File: src/rtl/clk_rst_pkg.sv
// Shared FSM state encoding and counter sizing helper for the clock/reset sequencer.
package clk_rst_pkg;

    typedef enum logic [1:0] {
        ST_HOLD  = 2'd0,
        ST_STAGE = 2'd1,
        ST_RUN   = 2'd2,
        ST_DONE  = 2'd3
    } state_t;

    // Bits needed to count from 0 up to and including max_count.
    function automatic int unsigned cnt_width(input int unsigned max_count);
        return (max_count < 2) ? 1 : $clog2(max_count + 1);
    endfunction

endpackage

File: src/rtl/clk_en_divider.sv
// Per-channel clock-enable divider: one-cycle tick every max(div,1) unpaused cycles.
module clk_en_divider #(
    parameter int unsigned DIV_W = 8
) (
    input  logic             clk,
    input  logic             reset,
    input  logic             clr,
    input  logic             hold,
    input  logic [DIV_W-1:0] div,
    output logic             tick
);

    logic [DIV_W-1:0] cnt;
    logic [DIV_W-1:0] last;

    // >= rather than == so that shrinking div mid-period fires at once instead of wrapping.
    always_comb begin
        last = (div == '0) ? '0 : div - DIV_W'(1);
    end

    always_ff @(posedge clk) begin
        if (reset || clr) begin
            cnt  <= '0;
            tick <= 1'b0;
        end else if (hold) begin
            tick <= 1'b0;
        end else if (cnt >= last) begin
            cnt  <= '0;
            tick <= 1'b1;
        end else begin
            cnt  <= cnt + DIV_W'(1);
            tick <= 1'b0;
        end
    end

endmodule

File: src/rtl/clk_rst_sequencer.sv
// Staged per-domain reset release, per-domain clock-enable ticks and a run-time watchdog.
module clk_rst_sequencer
    import clk_rst_pkg::*;
#(
    parameter int unsigned N_CH        = 2,
    parameter int unsigned DIV_W       = 8,
    parameter int unsigned HOLD_CYCLES = 5,
    parameter int unsigned STAGE_GAP   = 4,
    parameter int unsigned TIMEOUT     = 1000,
    parameter int unsigned CNT_W       = 32
) (
    input  logic                  clk,
    input  logic                  reset,
    input  logic [N_CH*DIV_W-1:0] div_i,
    input  logic                  pause_i,
    output logic [N_CH-1:0]       ch_rst_o,
    output logic [N_CH-1:0]       ch_tick_o,
    output logic                  timeout_o,
    output logic [1:0]            state_o
);

    localparam int unsigned WD_W = cnt_width(TIMEOUT);

    state_t           state;
    logic [CNT_W-1:0] hold_cnt;
    logic [CNT_W-1:0] stage_cnt;
    logic [CNT_W-1:0] stage_nxt;
    logic [WD_W-1:0]  wd_cnt;
    logic             wd_expire;
    logic             done_now;

    // Dividers are cleared on the DONE-entry edge too, so no tick leaks into DONE.
    always_comb begin
        stage_nxt = stage_cnt + CNT_W'(1);
        wd_expire = (state == ST_RUN) && (wd_cnt == WD_W'(TIMEOUT - 1));
        done_now  = (state == ST_DONE) || wd_expire;
    end

    always_ff @(posedge clk) begin
        if (reset) begin
            state     <= ST_HOLD;
            hold_cnt  <= '0;
            stage_cnt <= '0;
            wd_cnt    <= '0;
            ch_rst_o  <= '1;
            timeout_o <= 1'b0;
        end else begin
            case (state)
                ST_HOLD: begin
                    if (hold_cnt == CNT_W'(HOLD_CYCLES - 1)) begin
                        ch_rst_o[0] <= 1'b0;
                        state       <= (N_CH == 1) ? ST_RUN : ST_STAGE;
                    end else begin
                        hold_cnt <= hold_cnt + CNT_W'(1);
                    end
                end
                ST_STAGE: begin
                    stage_cnt <= stage_nxt;
                    for (int unsigned k = 1; k < N_CH; k++) begin
                        if (stage_nxt == CNT_W'(k * STAGE_GAP))
                            ch_rst_o[k] <= 1'b0;
                    end
                    if (stage_nxt == CNT_W'((N_CH - 1) * STAGE_GAP))
                        state <= ST_RUN;
                end
                ST_RUN: begin
                    if (wd_expire) begin
                        timeout_o <= 1'b1;
                        state     <= ST_DONE;
                    end else begin
                        wd_cnt <= wd_cnt + WD_W'(1);
                    end
                end
                default: begin
                    timeout_o <= 1'b1;
                    ch_rst_o  <= '0;
                end
            endcase
        end
    end

    assign state_o = state;

    for (genvar k = 0; k < N_CH; k++) begin : g_div
        clk_en_divider #(
            .DIV_W(DIV_W)
        ) u_div (
            .clk   (clk),
            .reset (reset),
            .clr   (ch_rst_o[k] | done_now),
            .hold  (pause_i),
            .div   (div_i[k*DIV_W +: DIV_W]),
            .tick  (ch_tick_o[k])
        );
    end

endmodule

File: config.mk
export PLATFORM = sky130hd
export DESIGN_NAME = clk_rst_sequencer
export DESIGN_NICKNAME = d
export VERILOG_FILES = /design/src/rtl/clk_rst_pkg.sv /design/src/rtl/clk_en_divider.sv /design/src/rtl/clk_rst_sequencer.sv
export SDC_FILE = /design/constraint.sdc
export NUM_CORES = 1
export LEC_CHECK = 0
export ABC_CLOCK_PERIOD_IN_PS = 8750
export CAP_MARGIN = 5
export CORE_AREA = 2 2 100 102
export CTS_BUF_LIST = sky130_fd_sc_hd__clkbuf_4 sky130_fd_sc_hd__clkbuf_8 sky130_fd_sc_hd__clkbuf_16
export DETAILED_ROUTE_END_ITERATION = 8
export DIE_AREA = 0 0 102 104
export PLACE_DENSITY = 0.82
export RECOVER_POWER = 25
export SKIP_LAST_GASP = 1
export SLEW_MARGIN = 20
export SYNTH_ARGS = -nofsm -noshare
export SYNTH_HDL_FRONTEND = slang
export SYNTH_SLANG_ARGS = --single-unit
export TNS_END_PERCENT = 10
File: constraint.sdc
create_clock -name clk -period 8.75 [get_ports clk]
set_input_delay 1.75 -clock clk [delete_from_list [all_inputs] [get_ports clk]]
set_output_delay 1.75 -clock clk [all_outputs]
set_load 0.05 [all_outputs]
==> results.txt, run 1 <==
The flow ran to the end, but the final reports show violations. The final reports fail on max-capacitance violations, max-slew violations. The finished cells cover 6130 um^2. The routed layout has 4682 vias. TritonCTS built the clock tree. Across all setup checks in the final design, the least slack found is 3360 ps. By area the synthesized netlist is led by dfxtp_1 35%, xor2_1 8.7%, ha_1 6.9%. The count of endpoints failing hold in the final timing report came out at 0. Family with the most delay on the worst path: compound AO/OA/AOI/OAI gates. For the initial cell density of the core, the log shows 58.9%. The total overflow reported by the global router is 0, and the total standard cell area after synthesis is 5620 um^2. The first routing iteration left 231 violations. Counting flops and latches in the post-synthesis netlist gives 97. The fraction of final layout cells with drive strength greater than 1 was 5.21%. The area fraction in compound gates after synthesis works out to 9.50%. In the final layout, the multi-input gates occupy 3480 um^2. Global routing used 21.8% of the available tracks.

The max-capacitance violation count was 1; the average wire per standard cell was 13.4 um. The cell with the biggest individual delay on the critical path was a2111oi_0. In this run the cell area measured after placement is 5920 um^2.

The total buffers and inverters traversed by the critical path was 2. The floorplan step defined a die boundary enclosing 10600 um^2. The clock period could shrink to 5390 ps. The worst hold path was traced through 2 stages. From synthesis to final layout, the design area changed by 9.05%. The run gives 795 as the count of filler cells inserted in the layout. The via-per-instance ratio came out at 5.68. The worst-case IR drop observed on VDD is 0.000129 V. In the post-synthesis netlist, the cell with the most instances is nor2_1.

The tools report the standard-cell row count as 36. The tree is rooted in a clkbuf_8. The final setup violation count came out at 0. After Yosys synthesis, full adders, half adders and majority gates account for 6.90% of the synthesized area. The final layout contains 736 nets. The final-report max-slew violation count came out at 84.

Dividing the synthesized area by the synthesized cell count gives 8.31 um^2. Setup repair after global routing left no endpoint under its margin. Power spread over the standard cell area amounts to 159 nW/um^2. Summing the sequential cell areas from Yosys gives 34.5% of the chip area. Worst-skew pair later-pin latency: 360 ps.

The cell that appears most often on the critical path is a21o_1. The critical path arrival is 5690 ps, and the post-synthesis share of cell area spent on and, or, nand and nor gates is 30.7%. Counting flops with an async set or reset pin after synthesis yields a share of 0%. The final critical path takes up 61.6% of the cycle. The run gives 0 as the total inserted antenna cells. The routed design has 11000 um of wire. Among all flip-flop cells after synthesis, the most frequent one is dfxtp_1. The number of gates resized after CTS was 0. The number of design rule violations left after detail routing was 0.

The number of antenna violations at the first check in global routing was 0; the count of buffers added by post-CTS timing repair for setup was 0. Entering global routing, the biggest net connects 84 pins. On the worst path, the slowest cell contributes a delay of 670 ps. The tools report the core footprint as 9550 um^2.

Data on the critical path is required at its endpoint by 9050 ps. Derived from the worst setup path, the maximum achievable clock frequency is 185 MHz. After clock tree synthesis, the flow added hold-fix buffers numbering 0.

The logs give 0 for the total number of yosys warnings and 2 for the number of buffers between clock root and the deepest sink. Counting every sink on the clock net gives 97. The transition time at the pin with the least slew margin is 3450 ps. In this run the tool buffered the top-level ports with 25 buffer cells. The number of H-tree branching levels is 3, and the first-pass GRT wire length is 19300 um. Counting distinct cell types in the post-synthesis netlist gives 59. The number of stages on the worst setup path was 16; the area share of the largest cell type after synthesis was 34.5%. Yosys mapped a number of flops with a built-in enable equal to 0. Of all nets on the critical path, the largest fanout is 7.

The worst register-to-register path has a depth of 9. The commonest cells after synthesis are 102 x nor2_1, 97 x dfxtp_1, 56 x xor2_1. The worst hold path belongs to the class reg -> reg. After clock tree synthesis, the clock-pin slew on the worst setup and hold paths is 90 ps.

The logs give 7850 um for the detailed-placement wirelength estimate and 727 for the synthesized net count. The y dimension of the die was 104 um. Dominant combinational cell family by area after synthesis: simple AND/OR/NAND/NOR gates. The horizontal die dimension is 102 um, and the gate count after technology mapping is 677. 26 I/O pins were placed. Summing the areas of all xor and xnor instances in the mapped netlist gives 13.5% of the synthesized area. The tools report the kind of launch point of the worst setup path as an input port. Buffers inserted during clock tree synthesis total 9. The run gives 1940 um^2 as the register area. The biggest area consumer among synthesized cells is dfxtp_1. The run gives -130% as the normalized max-slew margin. Number of global-route vias before repair: 4387.

The post-placement setup slack came out at 3030 ps. The setup path with the least slack is of type in -> reg. In this run the static leakage power is 2.25 nW. The first-pass detailed-route iteration total was 5; the setup TNS was 0 ps. The critical path capture point type is a flop. For the weighted congestion reported at the end of routability-driven placement, the log shows 0.843. The clock arrives with 7.28 ps of skew. The critical path goes through clkdlybuf4s50_1, inv_1, ha_1, nor2b_1, nand3b_1, or3_1, and2_1, ha_1, nand2b_1, a21o_1, a21o_1, a21o_1, a21o_1, a2111oi_0, o31ai_1, nor2_1. The multiplexer fraction of the synthesized cell area came out at 1.33%. In this run the remaining antenna-violating nets after routing total 0.
==> layout make-up <==
type | count | share of cell area (%)
clock buffers | 11 | 2.26
well taps | 133 | 2.71
clock inverters | 5 | 1.29
repair buffers | 26 | 4.06
inverters | 20 | 1.22
flip-flops and latches | 97 | 31.7
multi-input cells | 532 | 56.8
==> routing by layer <==
metal / part of all wire [%] / up-vias / track usage (%)
met4: 0.93 / 0 / 6.19
met3: 4.1 / 11 / 4.17
met2: 48 / 78 / 35.7
li1: - / 2394 / -
met1: 47 / 2199 / 29.2
met5: 0 / - / 0
==> cell families (layout without fill, tap and decap cells) <==
kind of cell / count (synthesis) / after routing
buffers and inverters: 48 / 62
multiplexers: 7 / 7
XOR/XNOR: 87 / 87
adder cells (fa/ha/maj): 31 / 31
AND/OR/NAND/NOR: 330 / 330
flip-flops: 97 / 97
AO/OA/AOI/OAI: 77 / 77
==> worst reg2reg max path: cells and delay by family (launching register included) <==
family                     cells  cell delay [ps]
muxes                          1              300
DFF                            1              490
and+or+nand+nor                4             1340
xor gates and xnor gates       1              150
adders and majority gates      1              270
AOI/OAI and AO/OA              2              580
==> worst paths after layout <==
path	startpoint	to	slack [ps]
worst min-delay path	timeout_o	timeout_o	490
worst max-delay path	div_i[0]	g_div[0].u_div.cnt[7]	3360
worst min register to register	timeout_o	timeout_o	490
worst max register to register	stage_cnt[0]	state_o[0]	5510
==> flip-flops by register name (all words and copies together), names as in the netlist <==
| register | cells |
|---|---|
| state_o | 2 |
| g_div.u_div.tick | 2 |
| timeout_o | 1 |
| stage_cnt | 32 |
| g_div.u_div.cnt | 16 |
| ch_rst_o | 2 |
| wd_cnt | 10 |
| hold_cnt | 32 |
==> stage by stage <==
step	power [W]	hold slack, ps	util (%)	std cells
5_1_grt	0.00103	527	64.2	824
2_1_floorplan	0.000616	467	-	677
3_3_place_gp	0.000664	450	62.0	808
3_5_place_dp	0.000670	472	62.0	808
6_report	0.000977	489	64.2	824
4_1_cts	0.000985	494	64.3	824
==> where the power goes <==
group / internal, W / switching [W] / leakage [nW]
Combinational: 0.0000708 / 0.000107 / 1.36
Clock: 0.000168 / 0.000149 / 0.115
Sequential: 0.000458 / 0.0000245 / 0.782
==> layout by cell type (no fill, tap or decap), drive strengths merged, types with 6 or more instances in the layout <==
| cell | count |
|---|---|
| nand4 | 26 |
| dfxtp | 97 |
| clkbuf | 12 |
| nor2b | 11 |
| xor2 | 56 |
| or3 | 20 |
| and4 | 15 |
| and3 | 10 |
| mux2i | 6 |
| nor3 | 20 |
| nand2b | 8 |
| o21ai | 16 |
| nand2 | 51 |
| clkdlybuf4s50 | 24 |
| a21oi | 17 |
| nor4 | 13 |
| nand3 | 28 |
| a21o | 9 |
| nor2 | 103 |
| xnor2 | 31 |
| ha | 31 |
| inv | 21 |
No activity file was read; power rests on OpenSTA's default activity.
==> run 2: changes to the inputs <==
--- a/config.mk
+++ b/config.mk
@@ -5,13 +5,13 @@
 export SDC_FILE = /design/constraint.sdc
 export NUM_CORES = 1
 export LEC_CHECK = 0
-export ABC_CLOCK_PERIOD_IN_PS = 8750
+export ABC_CLOCK_PERIOD_IN_PS = 4300
 export CAP_MARGIN = 5
-export CORE_AREA = 2 2 100 102
+export CORE_AREA = 2 2 105 107
 export CTS_BUF_LIST = sky130_fd_sc_hd__clkbuf_4 sky130_fd_sc_hd__clkbuf_8 sky130_fd_sc_hd__clkbuf_16
 export DETAILED_ROUTE_END_ITERATION = 8
-export DIE_AREA = 0 0 102 104
-export PLACE_DENSITY = 0.82
+export DIE_AREA = 0 0 107 109
+export PLACE_DENSITY = 0.79
 export RECOVER_POWER = 25
 export SKIP_LAST_GASP = 1
 export SLEW_MARGIN = 20
==> constraint.sdc (replaced) <==
create_clock -name clk -period 4.3 [get_ports clk]
set_input_delay 0.86 -clock clk [delete_from_list [all_inputs] [get_ports clk]]
set_output_delay 0.86 -clock clk [all_outputs]
set_load 0.05 [all_outputs]
==> results.txt, run 2 (synthesis results as in run 1) <==
For the post-layout worst setup margin, the log shows 263 ps (-3100 ps). The tools report the required time reported for the critical path endpoint as 4610 ps (-4440 ps). The area of the die is 11700 um^2 (+9.9%), and the post-layout minimum cycle time is 4040 ps. The via-per-instance ratio was 5.73 (+0.76%).

STA classifies the critical path startpoint as an input port. The tools report the final-report max-slew violation count as 54 (-36%). The worst-skew pair later-pin latency was 370 ps (about the same); the fraction of power consumed by the clock network was 27.8% (-4.7 points).

For the total detailed-routing wirelength, the log shows 11400 um (+3.6%). The highest fanout seen on the critical path works out to 7 (unchanged). The part of the cycle the worst path needs came out at 93.9%. Count of endpoints failing hold in the final timing report: 0 (unchanged).

The tools report the number of design rule violations left after detail routing as 0 (unchanged). The max-capacitance violation count was 1 (unchanged). The tools report the number of nets in the layout as 742 (+0.82%). For the normalized max-slew margin, the log shows -45.9% (+84 points). The cell sitting at the root of the clock tree is a clkbuf_8.

The final setup violation count came out at 0 (unchanged). The largest registers in the layout are hold_cnt: 32 flops, stage_cnt: 32 flops, g_div.u_div.cnt: 16 flops. The number of global-route vias before repair is 4620 (+5.3%), and the number of port buffers is 25 (unchanged). The area added between synthesis and finish was 9.03% (about the same); the worst-case clock skew was 6.63 ps (-0.648 ps). The logs give 4775 (+2.0%) for the vias after detailed routing and 20.7% (-1.1 points) for the global router's overall resource usage. The power density of the placed cells is 304 nW/um^2 (+91%).

The library cells used most frequently in the layout, excluding fill and tap cells, are 102 x nor2_1, 97 x dfxtp_1, 56 x xor2_1, 51 x nand2_1. The clock edge transition at the registers on the reported setup and hold paths is 80 ps (about the same), and the number of antenna violations at the first check in global routing is 0 (unchanged). The core footprint is 10600 um^2 (+11%), and the static leakage is 2.25 nW (-0.18%). The y dimension of the die is 109 um (+4.8%), and the total inserted antenna cells is 0 (unchanged). TritonCTS built the clock tree. The fraction of final layout cells with drive strength greater than 1 was 5.62% (+0.41 points). Total overflow reported by the global router: 0 (unchanged).

The critical path capture point type was a flop. The count of filler cells inserted in the layout was 935 (+18%). The number of H-tree branching levels came out at 3 (unchanged). The transition time at the pin with the least slew margin is 2190 ps (-1260 ps), and the detailed-placement wirelength estimate is 8430 um (+7.4%). The horizontal die dimension works out to 107 um (+4.9%). The run finished, with violations left.

The share of the core filled with cells in the final layout is 57.8% (-6.4 points), and the internal reg-to-reg setup slack is 1030 ps (-4480 ps). For the internal power consumption, the log shows 0.00131 W (+88%). The run gives 26 (unchanged) as the number of placed I/O pins. For the initial cell density of the core, the log shows 53.0% (-5.9 points). The maximum number of pins on one net before global-route repair was 54 (-36%); the first-pass GRT wire length was 19900 um (+3.1%). The standard-cell row count is 38 (+5.6%).

Critical path arrival: 4340 ps (-1350 ps). Setup repair after global routing left no endpoint under its margin. The run gives 2 (unchanged) as the number of buffers between clock root and the deepest sink. The run gives 0 (unchanged) as the count of buffers added by post-CTS timing repair for setup.

The checks that failed: max-capacitance violations, max-slew violations. The number of buffers inserted during clock tree synthesis came out at 9 (unchanged). The weighted congestion reported at the end of routability-driven placement is 0.852 (+1.1%). The switching part of the total power works out to 29.9% (+1.2 points).

The post-detailed-route count of antenna-violating nets was 0 (unchanged). The worst setup path is of the in -> reg kind. Maximum VDD drop: 0.000180 V (+40%). The worst hold path belongs to the class reg -> reg.

The combinational power share is 19.3% (+1.1 points). The average wire per standard cell is 13.7 um (+2.4%). The post-placement setup slack was -122 ps (-3150 ps). The clock sink count is 97 (unchanged), and the number of DRC markers after the initial detailed-route iteration is 284 (+23%). Timing would allow up to 248 MHz. The library cell used most frequently in the layout, excluding fill and tap cells, is nor2_1. The sequential fraction of design power was 52.8% (+3.4 points); the net switching component of the power was 0.000558 W (+99%). The tools report the first-pass detailed-route iteration total as 6 (+1).
==> run 2: cell types whose count changed in the layout (fill, tap and decap cells not counted), sizes merged <==
cell    before  now
buf          1    6
bufinv       2    0
clkbuf      12   14
clkinv       2    1
inv         21   20
==> run 2: path summary, 6_finish.rpt <==
kind,from,to,cells past startpoint
worst min register to register,timeout_o,timeout_o,2
worst min-delay path,timeout_o,timeout_o,2
worst max register to register,stage_cnt[0],state_o[0],9
worst max-delay path,div_i[0],g_div[0].u_div.cnt[3],17
==> run 2: cell type report <==
| type | count | area (um^2) | area share, % |
|---|---|---|---|
| Timing Repair Buffer | 32 | 293 | 4.77 |
| Inverter | 20 | 75.1 | 1.22 |
| Tap cell | 140 | 175 | 2.86 |
| Sequential cell | 97 | 1940 | 31.7 |
| Multi-Input combinational cell | 532 | 3490 | 56.9 |
| Clock inverter | 1 | 5.00 | 0.0816 |
| Clock buffer | 12 | 153 | 2.49 |
==> run 2: metal layers <==
| metal | GRT usage [%] | vias to the layer above | share of wire [%] |
|---|---|---|---|
| met5 | 0 | - | 0 |
| met4 | 9.65 | 0 | 2.0 |
| met3 | 3.29 | 21 | 3.8 |
| met2 | 35.4 | 94 | 48 |
| met1 | 25.6 | 2263 | 46 |
| li1 | - | 2397 | - |
==> run 2: worst max-delay path, stage by stage <==
cell and delay (ps):
clkdlybuf4s50_1 420, inv_1 90, ha_1 170, nor2b_1 170, nand3b_1 100, or3_1 340
and2_1 180, ha_1 260, nand2b_1 150, a21o_1 180, a21o_1 160, a21o_1 160
a21o_1 180, a2111oi_2 380, buf_4 190, o31ai_1 180, nor2_1 180
==> run 2: power by group through the flow <==
stage | combinational, W | sequential (W) | clock, W
after global routing | 0.000398 | 0.000991 | 0.000567
after global placement | 0.000350 | 0.00100 | 0
final | 0.000360 | 0.000984 | 0.000518
after CTS | 0.000364 | 0.000984 | 0.000529
after floorplan | 0.000214 | 0.00104 | 0
after detailed placement | 0.000361 | 0.00101 | 0
==> run 2: repair_timing <==
item	in CTS	in global routing
hold buffers	0	0
setup endpoints to repair	0	7
resized for setup	0	2
==> run 2: stage by stage <==
| stage | setup TNS, ps | power, W | area, um^2 | hold slack, ps | std cells |
|---|---|---|---|---|---|
| 6_report | 0 | 0.00186 | 6130 | 491 | 834 |
| 3_3_place_gp | 0 | 0.00135 | 5970 | 451 | 821 |
| 3_5_place_dp | -1100 | 0.00137 | 5970 | 468 | 821 |
| 5_1_grt | 0 | 0.00196 | 6130 | 516 | 834 |
| 4_1_cts | 0 | 0.00188 | 6130 | 486 | 834 |
| 2_1_floorplan | 0 | 0.00125 | 5620 | 467 | 677 |
==> variant: new RTL, config.mk and constraints of run 2 <==
Put one more register stage on the output `timeout_o`, with the module's reset. The value now appears one clock later. The other outputs are not delayed to match.
--- a/src/rtl/clk_rst_sequencer.sv
+++ b/src/rtl/clk_rst_sequencer.sv
@@ -22,4 +22,6 @@
     localparam int unsigned WD_W = cnt_width(TIMEOUT);
 
+    logic timeout_s0;
+
     state_t           state;
     logic [CNT_W-1:0] hold_cnt;
@@ -44,5 +46,5 @@
             wd_cnt    <= '0;
             ch_rst_o  <= '1;
-            timeout_o <= 1'b0;
+            timeout_s0 <= 1'b0;
         end else begin
             case (state)
@@ -66,5 +68,5 @@
                 ST_RUN: begin
                     if (wd_expire) begin
-                        timeout_o <= 1'b1;
+                        timeout_s0 <= 1'b1;
                         state     <= ST_DONE;
                     end else begin
@@ -73,5 +75,5 @@
                 end
                 default: begin
-                    timeout_o <= 1'b1;
+                    timeout_s0 <= 1'b1;
                     ch_rst_o  <= '0;
                 end
@@ -95,4 +97,12 @@
     end
 
+    always_ff @(posedge clk) begin
+        if (reset) begin
+            timeout_o <= '0;
+        end else begin
+            timeout_o <= timeout_s0;
+        end
+    end
+
 endmodule
 
Behaviour: same outputs for any inputs over 10 cycles, from zero or initial values and one cycle with reset high; that may be too few to reach the edited logic, so the function may still have changed.
==> variant against run 2 <==
- the run still ends with capacitance limit, slew limit left
- worst setup slack is essentially flat
- clock power up 13%
- synthesized area barely moved
- sequential cell count grew 1
- clock skew is 0.012 ns higher
- design area up 0.86%
- wire length rose by 0.31%
- total power increased by 2.8%
==> variant: results (changes against run 2) <==
| Metric | Value |
|---|---|
| Vias per cell | `5.691 (-0.60%)` |
| Sequential element share of the synthesized area | `0.3488 (+0.003482)` |
| Most area-consuming cells after synthesis | `dfxtp_1 (35%), xor2_1 (9.5%), nor2_1 (7.3%)` |
| Syn Nets | `726 (-0.14%)` |
| MaxCap Viol Count | `2 (+1)` |
| Routability cong. | `0.8612 (+1.1%)` |
| Skew final | `0.01849 ns (+0.01186 ns)` |
| R2R Setup Slk | `1.00 ns (-0.03 ns)` |
| First-pass GRT wire length | `19.79 mm (-0.38%)` |
| Worst path arrival time | `4.35 ns (about the same)` |
| Hold endpoint | `timeout_s0` |
| Crit path from | `div_i[13]` |
| Share of post-route cells with drive strength above 1 | `0.05180 (-0.004397)` |
| Initial antenna violation count | `0 (unchanged)` |
| Worst-Margin Slew | `1.829 ns (-0.3585 ns)` |
| Post-DP Area | `5988 µm² (+0.25%)` |
| Clock-pin transition on the worst setup and hold timing paths | `0.11 ns (+0.03 ns)` |
| DR iter-0 viols | `257 (-9.5%)` |
| DPL Wire Length | `8.190 mm (-2.9%)` |
| Vias in the first global route | `4621 (+0.022%)` |
| Wire per inst | `13.73 µm (+0.19%)` |
| Largest net degree at the start of global routing | `45 (-17%)` |
| Failing checks | `capacitance limit, slew limit` |
| Top post-synthesis cells by count | `nor2_1 (110), dfxtp_1 (98), xor2_1 (61)` |
| Slew Limit Fails | `87 (+61%)` |
| Pre-CTS setup slack | `-0.1457 ns (-0.02373 ns)` |
| Worst-Skew Late Latency | `0.39 ns (+0.02 ns)` |
| First drt pass iteration count | `5 (-1)` |
| Worst VDD drop | `0.1770 mV (-1.9%)` |
| Gr usage total | `0.2049 (-0.001927)` |
| Leakage power | `2.360 nW (+4.9%)` |
| Library cells used by synthesis | `57 (-3.4%)` |
| Fin nets | `740 (-0.27%)` |
| HP Start | `timeout_s0` |
| Status | `finished, violations left` |
variant: through the flow:
stage / hold WS (ns) / cells
5_1_grt: 0.5321 / 835
4_1_cts: 0.4894 / 835
2_1_floorplan: 0.4323 / 676
3_3_place_gp: 0.4487 / 819
3_5_place_dp: 0.4635 / 819
6_report: 0.4919 / 835
variant: how the worst max path moves through the flow:
stage	to	slack [ns]	depth (start not counted)
after global routing	g_div[1].u_div.cnt[2]	-0.03	15
final	g_div[1].u_div.cnt[2]	0.26	15
after floorplan	g_div[0].u_div.cnt[0]	0.32	15
after detailed placement	g_div[1].u_div.cnt[2]	-0.15	15
after CTS	g_div[1].u_div.cnt[2]	0.25	15
after global placement	g_div[0].u_div.cnt[3]	0.03	17
variant: power breakdown:
part / internal, mW / switching, mW
Clock: 0.226 / 0.358
Combinational: 0.140 / 0.214
Sequential: 0.942 / 0.0355
Total: 1.31 / 0.607
variant: per-layer routing:
metal | GRT usage | share of wire | wire (µm)
met1 | 0.2432 | 0.46 | 5262
met2 | 0.3685 | 0.49 | 5629
met3 | 0.03467 | 0.032 | 364
met4 | 0.08163 | 0.018 | 205
met5 | 0 | 0 | 0
variant: logic make-up after synthesis:
kind of cell / synth area share
flip-flops: 0.3488
adder cells (fa/ha/maj): 0.06895
buffers and inverters: 0.03425
AO/OA/AOI/OAI: 0.08252
AND/OR/NAND/NOR: 0.3145
XOR/XNOR: 0.1401
multiplexers: 0.01090
variant: worst max-delay path, stage by stage:
cell,delay (ns)
clkdlybuf4s50_1,0.46
nor4_2,0.38
nand2_1,0.12
or3_1,0.33
and2_1,0.17
ha_1,0.26
nand2b_1,0.14
a21o_1,0.18
a21o_1,0.17
a21o_1,0.16
a21o_1,0.16
a2111oi_0,0.40
buf_4,0.19
o31ai_1,0.18
nor2_1,0.18
variant: layout make-up:
class,count,area (µm²)
Timing Repair Buffer,36,322.8
Tap cell,140,175.2
Multi-Input combinational cell,531,3478
Clock buffer,9,123.9
Sequential cell,98,1962
Fill cell,940,4418
Inverter,14,52.55
Clock inverter,7,70.07
